[config.mk]
export PLATFORM = sky130hd
export DESIGN_NAME = serial_adder
export DESIGN_NICKNAME = d
export VERILOG_FILES = /design/src/rtl/serial_adder_pkg.sv /design/src/rtl/fa_bit.sv /design/src/rtl/serial_adder.sv
export SDC_FILE = /design/constraint.sdc
export NUM_CORES = 1
export LEC_CHECK = 0
export BUFFER_PORTS_ARGS = -buffer_cell sky130_fd_sc_hd__buf_2
export CAP_MARGIN = 20
export CORE_MARGIN = 2
export CORE_UTILIZATION = 51
export CTS_BUF_LIST = sky130_fd_sc_hd__clkbuf_16
export DETAILED_ROUTE_END_ITERATION = 7
export GPL_TIMING_DRIVEN = 0
export PLACE_DENSITY = 0.71
export SLEW_MARGIN = 5
export SYNTH_ARGS = -nofsm -noshare
export SYNTH_HDL_FRONTEND = slang
export SYNTH_SLANG_ARGS = --single-unit
[constraint.sdc]
create_clock -name clk -period 4.79 [get_ports clk]
set_clock_uncertainty 0.15 [all_clocks]
set_input_delay 0.2395 -clock clk [delete_from_list [all_inputs] [get_ports clk]]
set_output_delay 0.2395 -clock clk [all_outputs]
set_load 0.05 [all_outputs]
[src/rtl/serial_adder_pkg.sv]
// Shared definitions for the bit-serial adder: controller state encoding and
// the default operand width.
package serial_adder_pkg;

    localparam int unsigned DEFAULT_WIDTH = 8;

    typedef enum logic [1:0] {
        IDLE = 2'b00,
        RUN  = 2'b01,
        DONE = 2'b10
    } state_t;

endpackage

[src/rtl/fa_bit.sv]
// One-bit full-adder cell; the only arithmetic in the serial adder.
module fa_bit (
    input  logic a,
    input  logic b,
    input  logic cin,
    output logic sum,
    output logic cout
);

    assign sum  = a ^ b ^ cin;
    assign cout = (a & b) | (cin & (a ^ b));

endmodule

[src/rtl/serial_adder.sv]
// Bit-serial WIDTH-bit adder: one operand bit pair per clock, LSB first,
// with a start/busy/done handshake and registered sum/cout.
module serial_adder
    import serial_adder_pkg::*;
#(
    parameter int unsigned WIDTH = DEFAULT_WIDTH
) (
    input  logic             clk,
    input  logic             rst_n,
    input  logic             start,
    input  logic [WIDTH-1:0] a,
    input  logic [WIDTH-1:0] b,
    input  logic             cin,
    output logic             busy,
    output logic             done,
    output logic [WIDTH-1:0] sum,
    output logic             cout
);

    localparam int unsigned CNT_W = (WIDTH > 1) ? $clog2(WIDTH) : 1;

    state_t           state;
    logic [WIDTH-1:0] a_sh;
    logic [WIDTH-1:0] b_sh;
    logic [WIDTH-1:0] res_sh;
    logic [WIDTH-1:0] res_next;
    logic             carry;
    logic [CNT_W-1:0] cnt;
    logic             fa_sum;
    logic             fa_cout;
    logic             last;

    fa_bit u_fa (
        .a    (a_sh[0]),
        .b    (b_sh[0]),
        .cin  (carry),
        .sum  (fa_sum),
        .cout (fa_cout)
    );

    // Written as shift-then-insert so WIDTH=1 needs no special slice.
    always_comb begin
        res_next            = res_sh >> 1;
        res_next[WIDTH-1]   = fa_sum;
    end

    assign last = (cnt == CNT_W'(WIDTH - 1));
    assign busy = (state == RUN);
    assign done = (state == DONE);

    always_ff @(posedge clk or negedge rst_n) begin
        if (!rst_n) begin
            state  <= IDLE;
            a_sh   <= '0;
            b_sh   <= '0;
            res_sh <= '0;
            carry  <= 1'b0;
            cnt    <= '0;
            sum    <= '0;
            cout   <= 1'b0;
        end else begin
            case (state)
                IDLE, DONE: begin
                    if (start) begin
                        state  <= RUN;
                        a_sh   <= a;
                        b_sh   <= b;
                        carry  <= cin;
                        cnt    <= '0;
                        res_sh <= '0;
                    end else begin
                        state  <= IDLE;
                    end
                end
                RUN: begin
                    res_sh <= res_next;
                    a_sh   <= a_sh >> 1;
                    b_sh   <= b_sh >> 1;
                    carry  <= fa_cout;
                    cnt    <= cnt + CNT_W'(1);
                    if (last) begin
                        sum   <= res_next;
                        cout  <= fa_cout;
                        state <= DONE;
                    end
                end
                default: state <= IDLE;
            endcase
        end
    end

endmodule

### Word-level counts from Yosys, hierarchy flattened

Index checks and enable logic that the tools add are counted.

| storage, ports and cells | value |
|---|---|
| flip-flop bits (word level) | 39 |
| input bits | 20 |
| output and inout bits | 11 |

| operators by class | value |
|---|---|
| add/sub/neg operators | 1 |
| equal/unequal tests | 5 |
| multiplexer cells | 13 |
| bitwise logic cells | 5 |
| reduce and logical (&&, ||, !) cells | 5 |

Operator list:

| kind | number |
|---|---|
| $pmux W8 S2 | 3 |
| $mux W8 | 3 |
| $pmux W3 S2 | 1 |
| $pmux W2 S2 | 1 |
| $reduce_and A2 Y1 | 2 |
| $add A3 B1 Y3 const B | 1 |
| $eq A3 B3 Y1 const B | 1 |
| $mux W3 | 1 |
| $and A1 B1 Y1 | 2 |
| $eq A2 B1 Y1 const B | 1 |
| $eq A2 B2 Y1 const B | 1 |
| $logic_not A2 Y1 | 1 |
| $mux W1 | 2 |
| $mux W2 | 1 |
| $ne A2 B1 Y1 const B | 1 |
| $ne A2 B2 Y1 const B | 1 |
| $pmux W1 S2 | 1 |
| $reduce_bool A2 Y1 | 1 |
| $reduce_or A2 Y1 | 1 |
| $xor A1 B1 Y1 | 2 |
| $or A1 B1 Y1 | 1 |

### Longest topological paths before layout

Gate-level depths: netlist of run 1.

| logic depth | value |
|---|---|
| word-level depth | 4 |
| mapped depth | 4 |
| mapped depth without buffers | 4 |

### Hierarchy

A second synthesis of run 1 with hierarchy kept.

| unflattened totals | value |
|---|---|
| cell total of the unflattened synthesis | 143 |
| area, all modules | 1796.7 um^2 |

By module, submodules not included:

| module | instances | cells each | area an instance (um^2) |
|---|---|---|---|
| serial_adder | 1 | 142 | 1776.7 |
| fa_bit | 1 | 1 | 20.0 |

### Least setup slack after synthesis of run 1

OpenSTA, ideal clock, no wires.

| timing | value |
|---|---|
| kind | flip-flop to output port |
| start | register state[1] |
| end | output port done |
| arrival | 1.436 ns |
| setup slack | 2.965 ns |
| stages on the path, launching flop included | 4 |
| path buffers | 2 |
| path through | dfrtp_1 > buf_4 > buf_4 > nor2b_1 |

| between the ends | value |
|---|---|
| word-level cells in the longest chain between the ends | 1 |

RTL lines:

| what | RTL line | text |
|---|---|---|
| start: declaration | serial_adder.sv:22 | `state_t state;` |
| start signal: assignment | serial_adder.sv:53 | `state <= IDLE;` |
| start signal: assignment | serial_adder.sv:65 | `state <= RUN;` |
| start signal: assignment | serial_adder.sv:72 | `state <= IDLE;` |
| $eq A2 B2 Y1 | serial_adder.sv:49 | `assign done = (state == DONE);` |
| end: declaration | serial_adder.sv:15 | `output logic done,` |

No other way between the ends.

### Final worst setup path of run 1

Ends and elaborated chain as after synthesis.

==> results of run 1 <==
metal layers:
| layer | wire, um | vias up | global-route usage, % | part of all wire [%] |
|---|---|---|---|---|
| met5 | 0 | - | 0 | 0 |
| met3 | 157 | 5 | 5.99 | 4.2 |
| met1 | 1610 | 672 | 25.1 | 43 |
| met4 | 59 | 0 | 7.88 | 1.6 |
| li1 | - | 606 | - | - |
| met2 | 1900 | 32 | 36.2 | 51 |
Yosys cell counts (all sizes together):
master	number
nor2	1
a221o	2
a21oi	14
nand3	2
mux2	10
nor2b	14
dfrtp	38
fa	1
ha	2
mux2i	18
nand2	4
and3	2
clkbuf	3
o21ai	5
buf	7
a211oi	13
a22o	7
inv	3
and2b	1
per-stage QoR:
step	total power, mW	cells
after floorplan	1.07	147
after global placement	1.19	223
after detailed placement	1.22	223
after CTS	1.61	232
after global routing	1.70	232
final	1.60	232
worst register-to-register path, stage by stage, from the launching register on:
cell and delay, ps:
dfrtp_1 390, ha_1 210, ha_1 230, nand2_4 190, mux2_4 330
kinds of logic after synthesis:
logic type,Yosys count
buffers and inverters,13
AND/OR/NAND/NOR,24
adder cells (fa/ha/maj),3
multiplexers,28
AO/OA/AOI/OAI,41
flip-flops,38
power groups by stage:
stage / clock, mW / sequential [mW] / combinational, mW
after floorplan: 0 / 0.659 / 0.410
after global placement: 0 / 0.562 / 0.629
after detailed placement: 0 / 0.572 / 0.653
after CTS: 0.379 / 0.570 / 0.663
after global routing: 0.396 / 0.590 / 0.718
final: 0.373 / 0.570 / 0.654
how the worst max path moves through the flow:
stage / startpoint / to / cells after the start
4_1_cts: state[1] / done / 4
5_1_grt: state[1] / done / 4
3_5_place_dp: state[1] / done / 4
6_report: state[1] / done / 4
2_1_floorplan: state[1] / done / 3
3_3_place_gp: state[1] / done / 4
sequential cells by signal (all words and copies together), names as in the netlist:
register,flops
a_sh,8
b_sh,8
sum,8
res_sh,7
cnt,3
state,2
carry,1
cout,1
placed cells by master, fill, tap and decap left out:
| cell type | netlist | routed |
|---|---|---|
| ha_1 | 2 | 2 |
| buf_6 | 2 | 2 |
| and2b_4 | 1 | 1 |
| inv_1 | 3 | 3 |
| mux2i_1 | 18 | 18 |
| and3_1 | 2 | 2 |
| a21oi_1 | 13 | 13 |
| fa_1 | 1 | 1 |
| clkbuf_16 | 0 | 5 |
| clkinvlp_4 | 0 | 2 |
| buf_4 | 4 | 4 |
| mux2_2 | 1 | 1 |
| nand2_4 | 1 | 1 |
| a22o_1 | 7 | 7 |
| clkbuf_1 | 3 | 3 |
| nand2_1 | 3 | 3 |
| dfrtp_1 | 38 | 38 |
| nor2_1 | 1 | 1 |
| o21ai_0 | 5 | 5 |
| dlygate4sd3_1 | 0 | 1 |
| buf_2 | 1 | 31 |
| a211oi_1 | 13 | 13 |
| a21oi_4 | 1 | 1 |
| mux2_4 | 9 | 9 |
| nand3_1 | 2 | 2 |
| a221o_1 | 2 | 2 |
| bufinv_16 | 0 | 1 |
| nor2b_1 | 14 | 14 |
area by class of cell:
class / instances / area (sq um)
flip-flops and latches: 38 / 951
clock buffers: 5 / 125
clock inverters: 3 / 45.0
inverters: 3 / 11.3
well taps: 46 / 57.6
fillers: 271 / 1170
multi-input cells: 96 / 803
plain buffers: 10 / 68.8
repair buffers: 31 / 160
==> impl_metrics.py, run 1 <==
metrics = {
    "global_route": {
        "grt_use_total_pct": 21.1,
        "antenna_found_initial": 0,
        "grt_overflow_total": 0,
        "grt_pass1_wl_um": 6580,
        "first_global_vias": 1353,
        "grt_start_max_net_pins": 39,
    },
    "critical_path": {
        "crit_path_end_kind": "output port",
        "critPathMaxStageDelay_ps": 340,
        "slowest_stage": "dfrtp_1",
        "cp_cell_sequence": "buf_4, buf_4, nor2b_1, buf_2",
        "start_kind": "register",
        "r2r_end": "sum[7]",
        "arrival_ps": 1490,
        "timing.rr.start": "cnt[0]",
        "r2r_slack_ps": 3170,
        "worstPathRequired_ps": 4400,
        "cp_max_fo": 10,
        "critPathTopFamily": "buffers and inverters",
        "crit_type": "register to output port",
        "crit_top_cell": "buf_4",
        "reg2regPathDepth": 4,
        "cp_num_buf_inv": 3,
    },
    "cts": {
        "cts.sinks": 38,
        "root_buffer": "clkbuf_16",
        "htreeDepth": 2,
        "post_cts_buffers": 0,
        "tritoncts": "done",
        "cts.path.max_buffers": 2,
        "cts_resized": 0,
        "insertion_delay_ps": 280,
        "clkTransAtPathRegs_ps": 60,
        "numCtsBuffers": 5,
        "hold_buffers": 1,
    },
    "placement": {
        "portBuffers": 30,
        "dpl.hpwl_um": 2460,
        "pre_cts_slack_ps": 3190,
        "gp_congestion": 0.734,
        "dpl_cell_area_sq_um": 2040,
    },
    "route": {
        "drt-total-wl_um": 3730,
        "drt_iter0_drc": 53,
        "viasPerCell": 5.67,
        "num_vias": 1315,
        "firstDrtPassIters": 4,
        "ant_nets": 0,
        "drc_errors": 0,
        "wl_per_cell_um": 16.1,
    },
    "synthesis": {
        "synth_compound_area_share_pct": 15.6,
        "synth_cells": 147,
        "synth_top_area_share_pct": 51.8,
        "ys_ff_latch": 38,
        "syn_nets": 170,
        "synth_xor_xnor_area_share_pct": 0,
        "synth.avg_cell_area_sq_um": 12.5,
        "muxShareOfSynthArea_pct": 17.8,
        "synth-simple-area-share_pct": 7.98,
        "synthDistinctLibCells": 24,
        "synth-seq-area-share_pct": 51.8,
        "synth_top_family_by_area": "multiplexers",
        "synthAdderAreaFrac_pct": 2.46,
        "synth_area_leaders": "dfrtp_1 (52%), mux2i_1 (9.8%), mux2_4 (7.4%)",
        "syn-cell-area_sq_um": 1830,
        "yosys_warnings": 0,
        "synth_top_area_cell": "dfrtp_1",
    },
    "run": {
        "maxCapViolCount": 0,
    },
    "sta": {
        "fin_crit_ps": 1880,
        "tns_ps": 0,
        "finalCritPeriodShare_pct": 39.2,
        "worst_pin_slew_ps": 843,
        "fin_hold_ws_ps": 92.5,
        "setup_violations": 0,
        "max_freq_mhz": 532,
        "fin_ws_ps": 2910,
        "hold_viol": 0,
        "maxSlewHeadroom_pct": 43.8,
        "rsz0062_at_grt": "no",
        "drv_slew": 0,
    },
    "min_path": {
        "min_path_cells": 3,
        "whs_endpoint": "a_sh[4]",
        "hold_start": "a[4]",
        "min_path_type": "primary input to register",
    },
    "cells_and_area": {
        "layout-drive-gt1-share_pct": 31.2,
        "area_growth_pct": 21.1,
        "antenna_cells": 0,
        "final_util_pct": 65.6,
        "nNetsFinal": 208,
        "final_area_sq_um": 2220,
    },
    "power": {
        "leakage_nw": 1.03,
        "ir_drop_uv": 312,
        "power.density_nw_per_um2": 719,
        "switching_share_pct": 37.6,
        "pwr-share-seq_pct": 35.7,
        "power.internal_mw": 0.996,
        "p_comb_share_pct": 41.0,
        "p_sw_mw": 0.601,
        "pwr-share-clk_pct": 23.3,
    },
    "floorplanning": {
        "num_io_pins": 31,
        "rows": 21,
        "die_width_um": 64.0,
        "fp.dieH_um": 64.0,
        "core_sq_um": 3390,
        "initial_core_util_pct": 54.1,
        "die_area_sq_um": 4090,
    },
    "status": {
        "outcome": "finished clean",
    },
}
(Power assumes the default switching activity.)
==> run 2: changes to the inputs <==
--- a/config.mk
+++ b/config.mk
@@ -8,11 +8,11 @@
 export BUFFER_PORTS_ARGS = -buffer_cell sky130_fd_sc_hd__buf_2
 export CAP_MARGIN = 20
 export CORE_MARGIN = 2
-export CORE_UTILIZATION = 51
+export CORE_UTILIZATION = 50
 export CTS_BUF_LIST = sky130_fd_sc_hd__clkbuf_16
 export DETAILED_ROUTE_END_ITERATION = 7
 export GPL_TIMING_DRIVEN = 0
-export PLACE_DENSITY = 0.71
+export PLACE_DENSITY = 0.73
 export SLEW_MARGIN = 5
 export SYNTH_ARGS = -nofsm -noshare
 export SYNTH_HDL_FRONTEND = slang
==> constraint.sdc (replaced) <==
create_clock -name clk -period 1.7 [get_ports clk]
set_clock_uncertainty 0.15 [all_clocks]
set_input_delay 0.085 -clock clk [delete_from_list [all_inputs] [get_ports clk]]
set_output_delay 0.085 -clock clk [all_outputs]
set_load 0.05 [all_outputs]
==> run 2 against run 1 <==
  * The run now ends with negative hold slack left
  * Total power grew to 2.9 times the previous value
  * Global-route usage rose by 0.67 points
  * Utilization grew 0.51 points
  * Clock-buffer cell count unchanged
  * Combinational power grew to 2.8 times the previous value
  * First-iteration DRC count is 72% higher
  * Critical path depth shrank 1
  * Design area is 7.2% higher
  * Wire length increased by 1.6%
  * Hold slack got worse by 97 ps
  * Critical path type unchanged
  * Worst setup slack worse by 2800 ps
==> impl_metrics.py, run 2 (same netlist as run 1, synthesis figures left out) <==
metrics = {
    "route": {
        "num_vias": 1362,
        "drc_errors": 0,
        "firstDrtPassIters": 4,
        "drt-total-wl_um": 3790,
        "viasPerCell": 5.51,
        "ant_nets": 0,
        "drt_iter0_drc": 91,
        "wl_per_cell_um": 15.3,
    },
    "sta": {
        "worst_pin_slew_ps": 838,
        "tns_ps": 0,
        "fin_crit_ps": 1630,
        "finalCritPeriodShare_pct": 95.8,
        "maxSlewHeadroom_pct": 44.1,
        "drv_slew": 0,
        "fin_ws_ps": 71.0,
        "rsz0062_at_grt": "no",
        "hold_viol": 1,
        "fin_hold_ws_ps": -4.50,
        "max_freq_mhz": 614,
        "setup_violations": 0,
    },
    "floorplanning": {
        "num_io_pins": 31,
        "die_area_sq_um": 4170,
        "initial_core_util_pct": 50.9,
        "fp.dieH_um": 64.6,
        "rows": 22,
        "core_sq_um": 3610,
        "die_width_um": 64.6,
    },
    "placement": {
        "portBuffers": 30,
        "pre_cts_slack_ps": 97.4,
        "gp_congestion": 0.704,
        "dpl.hpwl_um": 2500,
    },
    "global_route": {
        "antenna_found_initial": 0,
        "first_global_vias": 1426,
        "top_usage_layer": "met2",
        "grt_use_total_pct": 21.8,
        "grt_overflow_total": 0,
        "grt_use_met1_pct": 26.5,
        "use_met2_pct": 37.6,
        "use_met3_pct": 4.69,
        "grt_pass1_wl_um": 6760,
        "grt_start_max_net_pins": 39,
    },
    "min_path": {
        "min_path_type": "primary input to register",
    },
    "status": {
        "outcome": "finished, violations left",
        "violations": "negative hold slack",
    },
    "power": {
        "leakage_nw": 1.09,
        "power.density_nw_per_um2": 1950,
        "ir_drop_uv": 927,
    },
    "cells_and_area": {
        "final_cell_mix": "dfrtp_1 (38), buf_2 (30), mux2i_1 (18)",
        "nFillCells": 268,
        "final_util_pct": 66.1,
        "area_growth_pct": 29.9,
        "layout-drive-gt1-share_pct": 28.1,
        "nNetsFinal": 221,
        "final_common_cell": "dfrtp_1",
        "top_regs": "a_sh: 8 flops, b_sh: 8 flops, sum: 8 flops",
        "antenna_cells": 0,
    },
    "cts": {
        "tritoncts": "done",
        "cts.sinks": 38,
        "clkTransAtPathRegs_ps": 60,
        "htreeDepth": 2,
        "root_buffer": "clkbuf_16",
        "numCtsBuffers": 5,
        "insertion_delay_ps": 280,
        "cts.path.max_buffers": 2,
    },
    "critical_path": {
        "worstPathRequired_ps": 1460,
        "crit_type": "register to output port",
        "arrival_ps": 1390,
        "critPathMaxStageDelay_ps": 390,
        "slowest_stage": "dfrtp_1",
        "crit_path_end_kind": "output port",
        "start_kind": "register",
        "cp_cell_sequence": "and2b_4, buf_6, buf_2",
        "cp_max_fo": 10,
    },
    "run": {
        "maxCapViolCount": 0,
    },
}
==> run 2: repair_timing <==
action                                  in CTS  in global routing
endpoints found under the setup margin       1                  1
resized for setup                            1                  1
hold buffers                                15                  0
endpoints found under the hold margin       52                  0
buffers inserted                             0                  0
==> run 2: final cells by class <==
class / instances / area (sq um) / share of cell area, %
clock inverters: 3 / 63.8 / 2.68
multi-input cells: 96 / 803 / 33.7
repair buffers: 45 / 303 / 12.7
plain buffers: 9 / 65.1 / 2.73
inverters: 3 / 11.3 / 0.473
clock buffers: 5 / 125 / 5.25
well taps: 48 / 60.1 / 2.52
flip-flops and latches: 38 / 951 / 39.9
==> run 2: final timing paths <==
path | startpoint | end | slack [ps] | cells past startpoint
max in group asynchronous | rst_n | b_sh[0] | 570 | 2
min reg2reg | cout | cout | 350 | 1
min in group asynchronous | rst_n | res_sh[4] | 290 | 2
min | cin | carry | -4 | 3
max | state[1] | busy | 70 | 3
max reg2reg | cnt[0] | cout | 100 | 4
==> run 2: layer usage <==
layer	routed length [um]	up-vias	share of wire, %
li1	-	638	-
met1	1590	686	42
met2	2020	34	53
met3	133	4	3.5
met4	40	0	1.1
met5	0	-	0
==> run 2: through the flow <==
| step | cell area, sq um | hold WS [ps] | instances | total power [mW] |
|---|---|---|---|---|
| 2_1_floorplan | 1830 | -361 | 147 | 3.01 |
| 6_report | 2380 | -4.50 | 247 | 4.65 |
| 4_1_cts | 2380 | 3.28 | 247 | 4.69 |
| 3_5_place_dp | 2040 | 81.6 | 225 | 3.46 |
| 5_1_grt | 2380 | 16.2 | 247 | 4.97 |
| 3_3_place_gp | 2040 | 70.8 | 225 | 3.36 |
==> run 2: critical path, delay by kind of cell, from the launching register on <==
| kind | cells | cell delay, ps |
|---|---|---|
| simple gates | 1 | 310 |
| flops | 1 | 390 |
| buf+inv | 2 | 420 |
==> run 2: power breakdown <==
group / internal [mW] / total, mW / switching, mW
Sequential: 1.32 / 1.61 / 0.289
Clock: 0.835 / 1.18 / 0.347
Combinational: 0.813 / 1.86 / 1.05
Total: 2.97 / 4.65 / 1.68
